==> config.mk <==
export PLATFORM = sky130hd
export DESIGN_NAME = text_fetch_gen
export DESIGN_NICKNAME = d
export VERILOG_FILES = /design/src/rtl/video_pkg.sv /design/src/rtl/text_shifter.sv /design/src/rtl/text_fetch_gen.sv
export SDC_FILE = /design/constraint.sdc
export NUM_CORES = 1
export LEC_CHECK = 0
export ABC_AREA = 1
export CORE_AREA = 2 2 97 99
export CTS_CLUSTER_SIZE = 8
export DETAILED_ROUTE_END_ITERATION = 8
export DIE_AREA = 0 0 99 101
export PLACE_DENSITY = 0.78
export SLEW_MARGIN = 40
export SYNTH_ARGS = -nofsm -noshare
export SYNTH_HDL_FRONTEND = slang
export SYNTH_SLANG_ARGS = --single-unit
==> constraint.sdc <==
create_clock -name clk -period 4 [get_ports clk]
set_input_delay 0.8 -clock clk [delete_from_list [all_inputs] [get_ports clk]]
set_output_delay 0.8 -clock clk [all_outputs]
set_load 0.01 [all_outputs]
==> src/rtl/video_pkg.sv <==
// Shared video-pipeline definitions: fetch FSM encoding, default address map
// constants, the timing bundle and a constant-evaluable clog2.
package video_pkg;

    localparam logic [1:0] ST_IDLE = 2'd0;
    localparam logic [1:0] ST_T0   = 2'd1;
    localparam logic [1:0] ST_T1   = 2'd2;
    localparam logic [1:0] ST_T2   = 2'd3;

    localparam logic [11:0] DEF_CHAR_BASE     = 12'h000;
    localparam int          DEF_CHAR_LINE_ADD = 60;
    localparam logic [11:0] DEF_ATTR_BASE     = 12'h9C0;
    localparam int          DEF_ATTR_LINE_ADD = 40;
    localparam logic [7:0]  DEF_ATTR_VAL      = 8'h07;

    typedef struct packed {
        logic hsync;
        logic vsync;
        logic hpix;
        logic vpix;
    } vtiming_t;

    function automatic int clog2(input int v);
        int r;
        r = 0;
        while ((1 << r) < v) r++;
        return r;
    endfunction

endpackage

==> src/rtl/text_shifter.sv <==
// Per-cell pixel serialiser: loads a font row and its attribute at the cell
// boundary, then shifts one pixel out per pix_stb, MSB first.
module text_shifter
    import video_pkg::*;
#(
    parameter int         CHAR_W   = 8,
    parameter logic [7:0] DEF_ATTR = DEF_ATTR_VAL
) (
    input  logic              clk,
    input  logic              rst,
    input  logic              pix_stb,
    input  logic              load,
    input  logic [CHAR_W-1:0] font,
    input  logic [7:0]        attr,
    input  logic              pix_en,
    output logic              o_pix,
    output logic [7:0]        o_attr
);

    logic [CHAR_W-1:0] shifter;
    logic [7:0]        cur_attr;

    always_ff @(posedge clk or posedge rst) begin
        if (rst) begin
            shifter  <= '0;
            cur_attr <= DEF_ATTR;
        end else if (pix_stb) begin
            if (load) begin
                shifter  <= font;
                cur_attr <= attr;
            end else begin
                shifter <= {shifter[CHAR_W-2:0], 1'b0};
            end
        end
    end

    // Blank outside the active area so the DAC sees paper during sync/porch.
    assign o_pix  = shifter[CHAR_W-1] & pix_en;
    assign o_attr = cur_attr;

endmodule

==> src/rtl/text_fetch_gen.sv <==
// Text-mode fetch engine: row/column address counters, a 3-tick char/attr/font
// prefetch one cell ahead, and a pixel shifter with matched sync delay.
module text_fetch_gen
    import video_pkg::*;
#(
    parameter int          CHAR_W        = 8,
    parameter int          CHAR_H        = 8,
    parameter int          LINE_W        = 3,
    parameter int          CODE_W        = 8,
    parameter logic [11:0] CHAR_BASE     = DEF_CHAR_BASE,
    parameter int          CHAR_LINE_ADD = DEF_CHAR_LINE_ADD,
    parameter int          ATTR_EN       = 1,
    parameter logic [11:0] ATTR_BASE     = DEF_ATTR_BASE,
    parameter int          ATTR_LINE_ADD = DEF_ATTR_LINE_ADD,
    parameter logic [7:0]  DEF_ATTR      = DEF_ATTR_VAL
) (
    input  logic                     clk,
    input  logic                     rst,
    input  logic                     pix_stb,
    input  logic                     i_hsync,
    input  logic                     i_vsync,
    input  logic                     i_hpix,
    input  logic                     i_vpix,
    input  logic                     v_init,
    input  logic                     h_init,
    input  logic                     h_step,
    input  logic                     h_char,
    output logic                     char_r_rdena,
    output logic [11:0]              char_r_addr,
    input  logic [7:0]               char_r_data,
    output logic [CODE_W+LINE_W-1:0] font_r_addr,
    input  logic [7:0]               font_r_data,
    output logic                     o_pix,
    output logic [7:0]               o_attr,
    output logic                     o_hsync,
    output logic                     o_vsync,
    output logic                     o_hpix,
    output logic                     o_vpix
);

    if (clog2(CHAR_H) > LINE_W || CHAR_W < 3 || CHAR_W > 8 || CODE_W > 8) begin : g_cfg_err
        $error("text_fetch_gen: unsupported CHAR_W/CHAR_H/LINE_W/CODE_W combination");
    end

    logic [LINE_W-1:0] line;
    logic [11:0]       char_row, attr_row;
    logic [11:0]       char_col, attr_col;
    logic [1:0]        state;
    logic              armed;
    logic              start;
    logic              char_pend, attr_pend, font_pend;
    logic [CODE_W-1:0] code;
    logic [7:0]        font_stage, attr_stage;
    vtiming_t          tm_d;

    // Row counters: v_init rewinds the frame, h_step advances the font line.
    always_ff @(posedge clk or posedge rst) begin
        if (rst) begin
            line     <= '0;
            char_row <= '0;
            attr_row <= '0;
        end else if (pix_stb) begin
            if (v_init) begin
                line     <= '0;
                char_row <= CHAR_BASE;
                attr_row <= ATTR_BASE;
            end else if (h_step) begin
                if (line == LINE_W'(CHAR_H - 1)) begin
                    line     <= '0;
                    char_row <= char_row + 12'(CHAR_LINE_ADD);
                    attr_row <= attr_row + 12'(ATTR_LINE_ADD);
                end else begin
                    line <= line + 1'b1;
                end
            end
        end
    end

    always_ff @(posedge clk or posedge rst) begin
        if (rst) begin
            char_col <= '0;
            attr_col <= '0;
        end else if (pix_stb) begin
            if (h_init) begin
                char_col <= char_row;
                attr_col <= attr_row;
            end else if (h_char) begin
                char_col <= char_col + 12'd1;
                attr_col <= attr_col + 12'd1;
            end
        end
    end

    // After reset, h_char alone must not start fetching; wait for a line start.
    always_ff @(posedge clk or posedge rst) begin
        if (rst)                     armed <= 1'b0;
        else if (pix_stb && h_init)  armed <= 1'b1;
    end

    assign start = pix_stb && (h_init || (h_char && armed));

    always_ff @(posedge clk or posedge rst) begin
        if (rst) begin
            state <= ST_IDLE;
        end else if (start) begin
            state <= ST_T0;
        end else if (pix_stb) begin
            case (state)
                ST_T0:   state <= ST_T1;
                ST_T1:   state <= ST_T2;
                ST_T2:   state <= ST_IDLE;
                default: state <= ST_IDLE;
            endcase
        end
    end

    // Read data lands one clk after its address, so the pending flags run
    // every clk rather than on pix_stb; repeated captures during pix_stb
    // gaps see the same stable address and data.
    always_ff @(posedge clk or posedge rst) begin
        if (rst) begin
            char_pend <= 1'b0;
            attr_pend <= 1'b0;
            font_pend <= 1'b0;
        end else begin
            char_pend <= (state == ST_T0);
            attr_pend <= (ATTR_EN != 0) && (state == ST_T1);
            font_pend <= (state == ST_T2);
        end
    end

    always_ff @(posedge clk or posedge rst) begin
        if (rst) begin
            code       <= '0;
            font_stage <= '0;
            attr_stage <= '0;
        end else begin
            if (char_pend) code <= char_r_data[CODE_W-1:0];
            if (font_pend) font_stage <= font_r_data;
            if (ATTR_EN == 0)   attr_stage <= DEF_ATTR;
            else if (attr_pend) attr_stage <= char_r_data;
        end
    end

    assign char_r_rdena = (state == ST_T0) || ((ATTR_EN != 0) && (state == ST_T1));
    assign char_r_addr  = (state == ST_T1) ? attr_col : char_col;
    assign font_r_addr  = {code, line};

    always_ff @(posedge clk or posedge rst) begin
        if (rst)          tm_d <= '0;
        else if (pix_stb) tm_d <= '{hsync: i_hsync, vsync: i_vsync, hpix: i_hpix, vpix: i_vpix};
    end

    assign o_hsync = tm_d.hsync;
    assign o_vsync = tm_d.vsync;
    assign o_hpix  = tm_d.hpix;
    assign o_vpix  = tm_d.vpix;

    text_shifter #(
        .CHAR_W   (CHAR_W),
        .DEF_ATTR (DEF_ATTR)
    ) u_shift (
        .clk     (clk),
        .rst     (rst),
        .pix_stb (pix_stb),
        .load    (h_char),
        .font    (font_stage[7 -: CHAR_W]),
        .attr    (attr_stage),
        .pix_en  (tm_d.hpix & tm_d.vpix),
        .o_pix   (o_pix),
        .o_attr  (o_attr)
    );

endmodule

Yosys cells after proc, flatten, opt, wreduce, memory -nomap -nowiden

Index checks and enable logic that the tools add are counted.

$add $sub $neg: 5
$mul: 0
Divide/modulo/power cells: 0
Order comparisons: 0
Eq/ne operators: 4
Shifts and indexed selects: 0
Mux-type cells: 18
Bitwise gates (word level): 2
Reductions and logical operators: 13

Operator list:

| cell                                                                  | number |
|---|---|
| 12-bit two-way mux                                                    | 11 |
| 12-bit by 1-bit adder with 12-bit output, second input constant       | 2 |
| 12-bit by 6-bit adder with 12-bit output, second input constant       | 2 |
| 3-bit two-way mux                                                     | 3 |
| 8-bit two-way mux                                                     | 1 |
| 2-bit nonzero test                                                    | 4 |
| 2-bit AND reduction                                                   | 3 |
| 2-bit equality test, second input constant                            | 2 |
| 2-bit two-way mux                                                     | 2 |
| 2-bit case mux with 2 select lines                                    | 1 |
| 3-bit by 1-bit adder with 3-bit output, second input constant         | 1 |
| 3-bit equality test, second input constant                            | 1 |
| 1-bit logical AND                                                     | 3 |
| 3-bit AND reduction                                                   | 1 |
| 1-bit bitwise AND                                                     | 2 |
| 2-bit by 1-bit equality test with 1-bit output, second input constant | 1 |
| 1-bit logical OR                                                      | 2 |

Flip-flop bits (word level): 101
Bits in latches: 0
Memory bits (writable): 0
Bits in read-only memories: 0
Word-level logic and storage cells: 61
Memories: 0

Logic depth before layout (Yosys ltp)

Gate-level depths: netlist of the first run.

Word-level depth: 4
Mapped depth: 10
Mapped depth without buffers: 10

By module

From an unflattened synthesis of the first run, not the netlist that was laid out.

Cell total of the unflattened synthesis: 600
Area, all modules: 4917.2 sq um

By module, submodules not included:

| module         | instances | cells each | area an instance (sq um) | seq. area each (sq um) |
|---|---|---|---|---|
| text_fetch_gen | 1         | 499        | 4121.5                   | 2001.9 |
| text_shifter   | 1         | 101        | 795.8                    | 404.1 |

Least setup slack after synthesis of the first run

No wires, ideal clock.

Kind: register to output
From: register state[0]
To: output port char_r_addr[10]
Arrival time: 1.155 ns
Data required time: 3.200 ns
Slack: 2.045 ns
Cell stages (with the launch flop): 6
Cell sequence: dfrtp_1 -> inv_1 -> ha_1 -> clkbuf_1 -> nand2_1 -> o21ai_0

Longest elaborated chain between the ends: 2

RTL lines:

| element                | RTL line              | text |
|---|---|---|
| start, declared        | text_fetch_gen.sv:48  | `logic [1:0] state;` |
| start signal, assigned | text_fetch_gen.sv:104 | `state <= ST_IDLE;` |
| start signal, assigned | text_fetch_gen.sv:106 | `state <= ST_T0;` |
| start signal, assigned | text_fetch_gen.sv:109 | `ST_T0: state <= ST_T1;` |
| 2-bit equality test    | text_fetch_gen.sv:146 | `assign char_r_addr = (state == ST_T1) ? attr_col : char_col;` |
| 12-bit two-way mux     | text_fetch_gen.sv:146 |  |
| end, declared          | text_fetch_gen.sv:29  | `output logic [11:0] char_r_addr,` |

No other way between the ends.

Final worst setup path of the first run

From: register state[0]
To: output port char_r_addr[2]

The elaborated chain is that of the path after synthesis.

==> impl_metrics.json, run 1 <==
{
  "synth.distinct_cells": 38,
  "cp-end-kind": "primary output",
  "first_iter_violations": 337,
  "finalCritPeriodShare": 0.7446,
  "fillers": 737,
  "cts_setup_buffers": 0,
  "tns_ns": 0,
  "dr.pass1.iters": 6,
  "worst_pin_slew_ns": 0.7113,
  "synth_edf_count": 0,
  "pin_count": 64,
  "grt_pass1_vias": 3945,
  "vias": 4081,
  "p_sw_uw": 1051,
  "n_antenna_cell": 0,
  "initial_core_util": 0.5357,
  "seq_area_frac_synth": 0.5003,
  "worstSkewPairLatency_ns": 0.37,
  "drive_gt1_frac": 0.08087,
  "seqPwrFrac": 0.477,
  "synth_nets": 616,
  "p_int_uw": 1970,
  "die_area_sq_mm": 0.009999,
  "async_flop_share": 1.000,
  "yosys_warnings": 0,
  "hold_viol_final": 0,
  "clk_path_buf_depth": 2,
  "port_buffers": 63,
  "worstHoldPathType": "flop to flop",
  "combPwrFrac": 0.300,
  "critPathKind": "flop to primary output",
  "crit_path_start_kind": "flop",
  "ys_ff_latch": 96,
  "whs_ns": 0.4729,
  "cap_violations": 0,
  "grt_overflow": 0,
  "slew_headroom": 0.5253,
  "ys.flop_type": "dfrtp_1",
  "period_minus_slack_ns": 2.979,
  "cts_buffers": 9,
  "skew_ns": 0.01107,
  "area_delta_synth_final_pct": 18.91,
  "worst_ir_drop_vdd_v": 0.0002251,
  "final_cell_mix": "134 x nand2_1, 93 x dfrtp_1, 85 x inv_1",
  "path_clk_slew_ns": 0.10,
  "p_per_area_mw_per_mm2": 528.2,
  "cp_data_arrival_time_ns": 2.18,
  "gp_congestion": 0.8668,
  "synth.cell_area_sq_mm": 0.004810,
  "route.detailed.drc": 0,
  "grt_pass1_wl_um": 18470,
  "layout_commonest_cell": "nand2_1",
  "num_rows": 35,
  "num-nets-final": 674,
  "cts_hold_buffers": 0,
  "clock.fmax_mhz": 335.7,
  "dpl.hpwl_um": 7668,
  "coreArea_sq_mm": 0.008977,
  "cts.htree.levels": 3,
  "worstPathRequired_ns": 3.20,
  "multiInputGateArea_sq_mm": 0.001956,
  "switching_share": 0.3480,
  "setup_violations": 0,
  "regArea_sq_mm": 0.002406,
  "post_drt_wl_per_cell_um": 13.97,
  "synth_area_per_cell_sq_um": 8.292,
  "status": "finished, final reports clean",
  "track_usage": 0.2293,
  "cp_max_fo": 25,
  "rsz0062_at_grt": "false",
  "drtAntennaViolNets": 0,
  "vias_per_cell": 5.412,
  "cts_tree": "built",
  "clock_sinks": 96,
  "grt_max_degree": 53,
  "die_h_um": 101,
  "leakage_uw": 0.002752,
  "cts_resized": 0,
  "cts_root_buffer": "clkbuf_8",
  "antenna_found_initial": 0,
  "clock_power_share": 0.223,
  "report.final.slew_viol_count": 0,
  "finalWirelength_um": 10530,
  "fp.dieW_um": 99,
  "syn_inst": 580
}
-- layer usage --
metal,global-route usage,vias up,share of wire
li1,-,2006,-
met1,0.3159,1941,0.46
met2,0.3763,116,0.47
met3,0.03051,18,0.051
met4,0.08008,0,0.019
met5,0,-,0
-- stage by stage --
stage                     cells  total power [uW]  setup WS (ns)    util  instance area (sq um)
final                       754              3021          1.021  0.6371                   5719
after global routing        754              3222         0.9088  0.6371                   5719
after CTS                   754              3034         0.7545  0.6367                   5715
after detailed placement    738              2366          1.004  0.6132                   5505
after floorplan             580              1954         0.6996       -                   4810
after global placement      738              2323          1.045  0.6132                   5505
-- Yosys cell counts (4+ instances only) --
cell,instances,area [sq um]
a21oi_1,22,110.1
buf_6,4,45.04
clkbuf_1,12,45.04
dfrtp_1,93,2327
ha_1,9,112.6
inv_1,86,322.8
inv_2,5,18.77
mux2_2,11,123.9
nand2_1,134,503.0
nand3_1,35,175.2
nand4_1,8,50.05
nor2_1,30,112.6
nor3_1,10,50.05
o211ai_1,7,52.55
o21ai_0,68,340.3
o21ai_1,4,20.02
o22ai_1,8,50.05
-- worst max-delay path, cell delays in order, from the launching register on --
cell and delay (ns):
dfrtp_1 0.43, inv_1 0.07, ha_2 0.46, mux2_2 0.38, clkdlybuf4s50_1 0.47
-- power by group through the flow --
stage | Combinational, uW | Sequential (uW) | Clock, uW
2_1_floorplan | 534 | 1420 | 0
3_3_place_gp | 876 | 1450 | 0
3_5_place_dp | 905 | 1460 | 0
4_1_cts | 911 | 1440 | 681
5_1_grt | 1020 | 1480 | 719
6_report | 907 | 1440 | 673
-- sequential cells by signal, summed over array words and instances (netlist names), 2 cells and up --
register,cells
attr_col,12
attr_row,9
attr_stage,8
char_col,12
char_row,10
code,8
font_stage,8
line,3
state,2
u_shift.o_attr,8
u_shift.shifter,8
-- cells by family after synthesis --
kind of cell,synth area share
simple gates,0.2099
fa+ha+maj,0.02341
buf+inv,0.09365
xor+xnor,0.005464
flops,0.5003
mux,0.02575
compound gates,0.1415
-- cell type report --
| cell class | instances | share of cell area |
|---|---|---|
| sequential | 96 | 0.4207 |
| multi-input combinational | 374 | 0.3419 |
| timing repair buffer | 65 | 0.1151 |
| inverter | 92 | 0.06126 |
| tap | 111 | 0.02428 |
| clock buffer | 9 | 0.02166 |
| clock inverter | 7 | 0.01510 |
-- final timing paths --
kind,endpoint,startpoint,depth (start not counted),slack (ns)
max,char_r_addr[2],state[0]$_DFFE_PP0P_,4,1.02
min,armed$_DFFE_PP0P_,armed$_DFFE_PP0P_,1,0.47
max reg2reg,attr_row[3]$_DFFE_PP0P_,line[0]$_DFFE_PP0P_,8,2.39
min reg2reg,armed$_DFFE_PP0P_,armed$_DFFE_PP0P_,1,0.47
max in group asynchronous,attr_row[7]$_DFFE_PP0P_,rst,3,2.51
min in group asynchronous,code[0]$_DFFE_PP0P_,rst,2,0.82
No activity file was read; power rests on OpenSTA's default activity.
==> run 2, diff against run 1 <==
- CORE_AREA: 2 2 97 99 -> 2 2 102 104
- DIE_AREA: 0 0 99 101 -> 0 0 104 106
- PLACE_DENSITY: 0.78 -> 0.75
- clock period: 4 -> 2.5 ns (I/O delays scaled with it)
==> impl_metrics.json, run 2 (synthesis gave the netlist of run 1 again) <==
{
  "worst_ir_drop_vdd_v": 0.0003310,
  "crit_chain": "inv_1 -> ha_1 -> buf_12 -> o21ai_0 -> clkdlybuf4s50_1",
  "leakage_uw": 0.002908,
  "met2_usage": 0.3534,
  "cp_data_arrival_time_ns": 1.92,
  "p_total_uw": 4896,
  "worstSkewPairLatency_ns": 0.37,
  "path_clk_slew_ns": 0.09,
  "fp.dieW_um": 104,
  "crit_path_start_kind": "flop",
  "rr_worst_depth": 10,
  "grt_overflow": 0,
  "p_per_area_mw_per_mm2": 835.1,
  "path_buf_inv": 3,
  "port_buffers": 63,
  "dpl.hpwl_um": 7788,
  "cts_root_buffer": "clkbuf_8",
  "num-nets-final": 682,
  "clock_sinks": 96,
  "cap_violations": 0,
  "layout_commonest_cell": "nand2_1",
  "drive_gt1_frac": 0.08909,
  "drtAntennaViolNets": 0,
  "clk_path_buf_depth": 2,
  "period_minus_slack_ns": 2.416,
  "hold_start": "armed$_DFFE_PP0P_",
  "startpoint": "state[0]$_DFFE_PP0P_",
  "route.detailed.drc": 0,
  "fillers": 869,
  "grt_pass1_vias": 3985,
  "hold_viol_final": 0,
  "worstHoldPathType": "flop to flop",
  "dp_slack_ns": 0.1489,
  "cts_buffers": 9,
  "gr-usage-met1": 0.2828,
  "n_antenna_cell": 0,
  "top_usage_layer": "met2",
  "initial_core_util": 0.4810,
  "num_rows": 37,
  "clock.fmax_mhz": 414.0,
  "hold_depth": 1,
  "setup_ws_ns": 0.08436,
  "min_to": "armed$_DFFE_PP0P_",
  "slowest_delay_ns": 0.56,
  "report.final.slew_viol_count": 0,
  "final_cell_mix": "134 x nand2_1, 93 x dfrtp_1, 85 x inv_1",
  "ff2ff_setup_slack_ns": 0.92,
  "timing.rr.start": "line[0]$_DFFE_PP0P_",
  "setup_violations": 0,
  "grt_pass1_wl_um": 18800,
  "skew_ns": 0.006214,
  "coreArea_sq_mm": 0.01000,
  "critPathKind": "flop to primary output",
  "area_delta_synth_final_pct": 21.90,
  "cts.htree.levels": 3,
  "finalCritPeriodShare": 0.9663,
  "cp_num_cells": 5,
  "die_area_sq_mm": 0.01102,
  "dr.pass1.iters": 5,
  "regArea_sq_mm": 0.002406,
  "pin_count": 64,
  "cp_max_fo": 25,
  "finalWirelength_um": 10980,
  "multiInputGateArea_sq_mm": 0.001953,
  "vias": 4057,
  "antenna_found_initial": 0,
  "vias_per_cell": 5.155,
  "first_iter_violations": 212,
  "cts_hold_buffers": 0,
  "worstPathRequired_ns": 2.00,
  "rsz0062_at_grt": "false",
  "slew_headroom": 0.5191,
  "whs_ns": 0.4641,
  "use_met3": 0.03311,
  "cts_tree": "built",
  "cp_slowest_cell": "clkdlybuf4s50_1",
  "worst_pin_slew_ns": 0.7206,
  "grt_max_degree": 97,
  "track_usage": 0.2116,
  "tns_ns": 0,
  "rr_endpoint": "attr_row[8]$_DFFE_PP0P_",
  "critPathTopFamily": "buffers and inverters",
  "reg_top3": "attr_col: 12 flops, char_col: 12 flops, char_row: 10 flops",
  "cp-end-kind": "primary output",
  "post_drt_wl_per_cell_um": 13.96,
  "gp_congestion": 0.8952,
  "status": "finished, final reports clean",
  "die_h_um": 106
}
==> run 2: cell count changes in the layout (fill, tap and decap cells not counted), sizes merged, moves of 2 or more <==
cell,previous run,this run
dlymetal6s2s,0,9
inv,95,93
clkdlybuf4s50,63,53
buf,2,10
==> run 2: how the worst max path moves through the flow <==
stage | to | slack (ns)
2_1_floorplan | char_r_addr[10] | 0.84
3_3_place_gp | state[0]$_DFFE_PP0P_ | 0.18
3_5_place_dp | state[0]$_DFFE_PP0P_ | 0.15
4_1_cts | char_r_addr[7] | 0.01
5_1_grt | char_r_addr[4] | 0.01
6_report | char_r_addr[4] | 0.08
==> run 2: area by class of cell <==
type,instances,share of cell area
Clock inverter,6,0.01536
Tap cell,136,0.02902
Timing Repair Buffer,73,0.1304
Clock buffer,10,0.02177
Sequential cell,96,0.4104
Multi-Input combinational cell,374,0.3331
Inverter,92,0.05997
==> run 2: layer usage <==
metal	share of wire	up-vias
li1	-	2016
met1	0.44	1912
met2	0.49	110
met3	0.048	19
met4	0.019	0
met5	0	-
==> run 2: power breakdown <==
group / internal [uW] / total [uW] / leakage, uW / switching [uW]
registers: 1980 / 2300 / 0.00116 / 314
logic: 691 / 1470 / 0.00163 / 782
clock network: 571 / 1120 / 0.000113 / 553
total: 3250 / 4900 / 0.00291 / 1650
==> run 2: timing repair <==
item / in CTS / in global routing
setup buffers: 1 / 0
endpoints found under the setup margin: 12 / 9
pin swaps: 0 / 0
resized for setup: 4 / 12
==> run 2: through the flow <==
stage,utilization,cells,instance area (sq um)
after floorplan,-,580,4813
after global routing,0.5863,787,5863
final,0.5863,787,5863
after detailed placement,0.5604,770,5604
after global placement,0.5604,770,5604
after CTS,0.5841,787,5841
==> run 2: worst register-to-register path, delay by kind of cell (launching register included) <==
family / cells / cell delay, ns
and+or+nand+nor: 6 / 0.50
DFF: 1 / 0.42
adders and majority gates: 2 / 0.38
buffers and inverters: 2 / 0.16
==> run 3, diff against run 2 <==
- ABC_AREA: 1 -> unset
- PLACE_DENSITY: 0.75 -> 0.73
==> impl_metrics.json, run 3 <==
{
  "status": "finished, final reports clean",
  "ys.flop_type": "dfrtp_1",
  "grt_overflow": 0,
  "antenna_found_initial": 0,
  "cap_violations": 0,
  "yosysMostFrequentCell": "dfrtp_1",
  "crit_path_start_kind": "flop",
  "cts_root_buffer": "clkbuf_8",
  "synth_adder_area_share": 0.02404,
  "syn_inst": 436,
  "synth.distinct_cells": 57,
  "dpl.hpwl_um": 7717,
  "vias_per_cell": 5.644,
  "worstPathRequired_ns": 2.00,
  "worst_pin_slew_ns": 0.5715,
  "critPathKind": "flop to primary output",
  "reg_top3": "attr_col: 12 flops, char_col: 12 flops, char_row: 10 flops",
  "rr_worst_depth": 7,
  "fp.dieW_um": 104,
  "seq_area_frac_synth": 0.5138,
  "p_per_area_mw_per_mm2": 887.9,
  "hold_depth": 1,
  "die_area_sq_mm": 0.01102,
  "synth.area.mux_share": 0.1389,
  "ff2ff_setup_slack_ns": 0.63,
  "drtAntennaViolNets": 0,
  "initial_core_util": 0.4683,
  "finalCritPeriodShare": 0.9376,
  "yosys_warnings": 0,
  "synth_area_per_cell_sq_um": 10.74,
  "synth.area.top_cells": "dfrtp_1 50%, mux2_2 12%, nor2_1 3.3%, ha_1 2.4%, mux2i_1 2.4%",
  "num_rows": 37,
  "final_cell_mix": "93 x dfrtp_1, 51 x clkdlybuf4s50_1, 48 x mux2_2",
  "finalWirelength_um": 10790,
  "cp-end-kind": "primary output",
  "cts_tree": "built",
  "report.final.slew_viol_count": 0,
  "worst_ir_drop_vdd_v": 0.0004249,
  "synth_top_area_share": 0.4969,
  "tns_ns": 0,
  "ys_ff_latch": 96,
  "track_usage": 0.2038,
  "skew_ns": 0.01279,
  "cts.htree.levels": 3,
  "worstSkewPairLatency_ns": 0.36,
  "coreArea_sq_mm": 0.01000,
  "cp_max_fo": 8,
  "slew_headroom": 0.6155,
  "synth_edf_count": 0,
  "first_iter_violations": 248,
  "path_clk_slew_ns": 0.10,
  "die_h_um": 106,
  "synth-compound-area-share": 0.1272,
  "leakage_uw": 0.002433,
  "period_minus_slack_ns": 2.344,
  "drive_gt1_frac": 0.1836,
  "area_delta_synth_final_pct": 22.76,
  "gp_congestion": 0.8513,
  "layout_commonest_cell": "dfrtp_1",
  "cts_buffers": 9,
  "synth_commonest_cells": "93 x dfrtp_1, 48 x mux2_2, 41 x nor2_1",
  "synth_top_family_by_area": "simple AND/OR/NAND/NOR gates",
  "clk_path_buf_depth": 2,
  "n_antenna_cell": 0,
  "port_buffers": 63,
  "synthXorXnorAreaFrac": 0.01870,
  "synthSimpleGateAreaFrac": 0.1440,
  "grt_max_degree": 61,
  "dr.pass1.iters": 4,
  "cp_data_arrival_time_ns": 1.84,
  "num-nets-final": 543,
  "yosysTopAreaCell": "dfrtp_1",
  "route.detailed.drc": 0,
  "cts_setup_buffers": 0,
  "vias": 3657,
  "grt_pass1_vias": 3452,
  "grt_pass1_wl_um": 18060,
  "hold_viol_final": 0,
  "fillers": 847,
  "post_drt_wl_per_cell_um": 16.65,
  "pin_count": 64,
  "synth.cell_area_sq_mm": 0.004683,
  "dp_slack_ns": 0.3151,
  "setup_ws_ns": 0.1559,
  "synth_nets": 472,
  "cts_hold_buffers": 0,
  "clock_sinks": 96,
  "rsz0062_at_grt": "false",
  "async_flop_share": 1.000,
  "worstHoldPathType": "flop to flop",
  "setup_violations": 0,
  "clock.fmax_mhz": 426.6
}
run 3: logic make-up after synthesis:
logic type,after synthesis
XOR/XNOR,10
AND/OR/NAND/NOR,135
flip-flops,96
multiplexers,59
adder cells (fa/ha/maj),9
buffers and inverters,39
AO/OA/AOI/OAI,88
run 3: worst max-delay path: stages, from the launching register on:
cell	delay, ns
dfrtp_1	0.41
inv_1	0.08
ha_1	0.17
buf_4	0.17
mux2_2	0.36
dlygate4sd2_1	0.29
run 3: area by class of cell:
type	instances	area, sq um	share of cell area
multi-input cells	301	2121	0.3689
repair buffers	81	779.5	0.1356
inverters	18	71.32	0.01240
clock buffers	9	123.9	0.02155
flip-flops and latches	96	2406	0.4185
well taps	136	170.2	0.02960
clock inverters	7	77.57	0.01349
run 3: per-layer routing:
| layer | wire length, um | global-route usage |
|---|---|---|
| met1 | 4959 | 0.2985 |
| met2 | 5169 | 0.3120 |
| met4 | 156 | 0.05695 |
| met3 | 502 | 0.03740 |
| met5 | 0 | 0 |
run 3: power by group:
part	internal, uW	switching [uW]
clock	476	585
sequential	2050	417
combinational	913	669
run 3: metrics by stage:
step | hold slack [ns] | util | instances | power [uW] | cell area, sq um
detailed placement | 0.4604 | 0.5559 | 632 | 4130 | 5559
CTS | 0.4897 | 0.5747 | 648 | 5139 | 5747
global placement | 0.4611 | 0.5559 | 632 | 4055 | 5559
global route | 0.5217 | 0.5750 | 648 | 5414 | 5749
finish | 0.4938 | 0.5750 | 648 | 5105 | 5749
floorplan | 0.4413 | - | 436 | 3333 | 4687
run 3: worst paths after layout:
path                                                   to            startpoint
max in group asynchronous  u_shift.shifter[0]$_DFFE_PP0P_                   rst
min in group asynchronous             code[0]$_DFFE_PP0P_                   rst
hold / removal                          armed$_DFFE_PP0P_     armed$_DFFE_PP0P_
hold reg to reg                         armed$_DFFE_PP0P_     armed$_DFFE_PP0P_
setup reg to reg                  attr_row[7]$_DFFE_PP0P_   line[0]$_DFFE_PP0P_
setup / recovery                           char_r_addr[5]  state[0]$_DFFE_PP0P_
run 3: timing repair:
action / in CTS / in global routing
resized for setup: 11 / 1
setup endpoints to repair: 11 / 1
pin swaps: 0 / 0
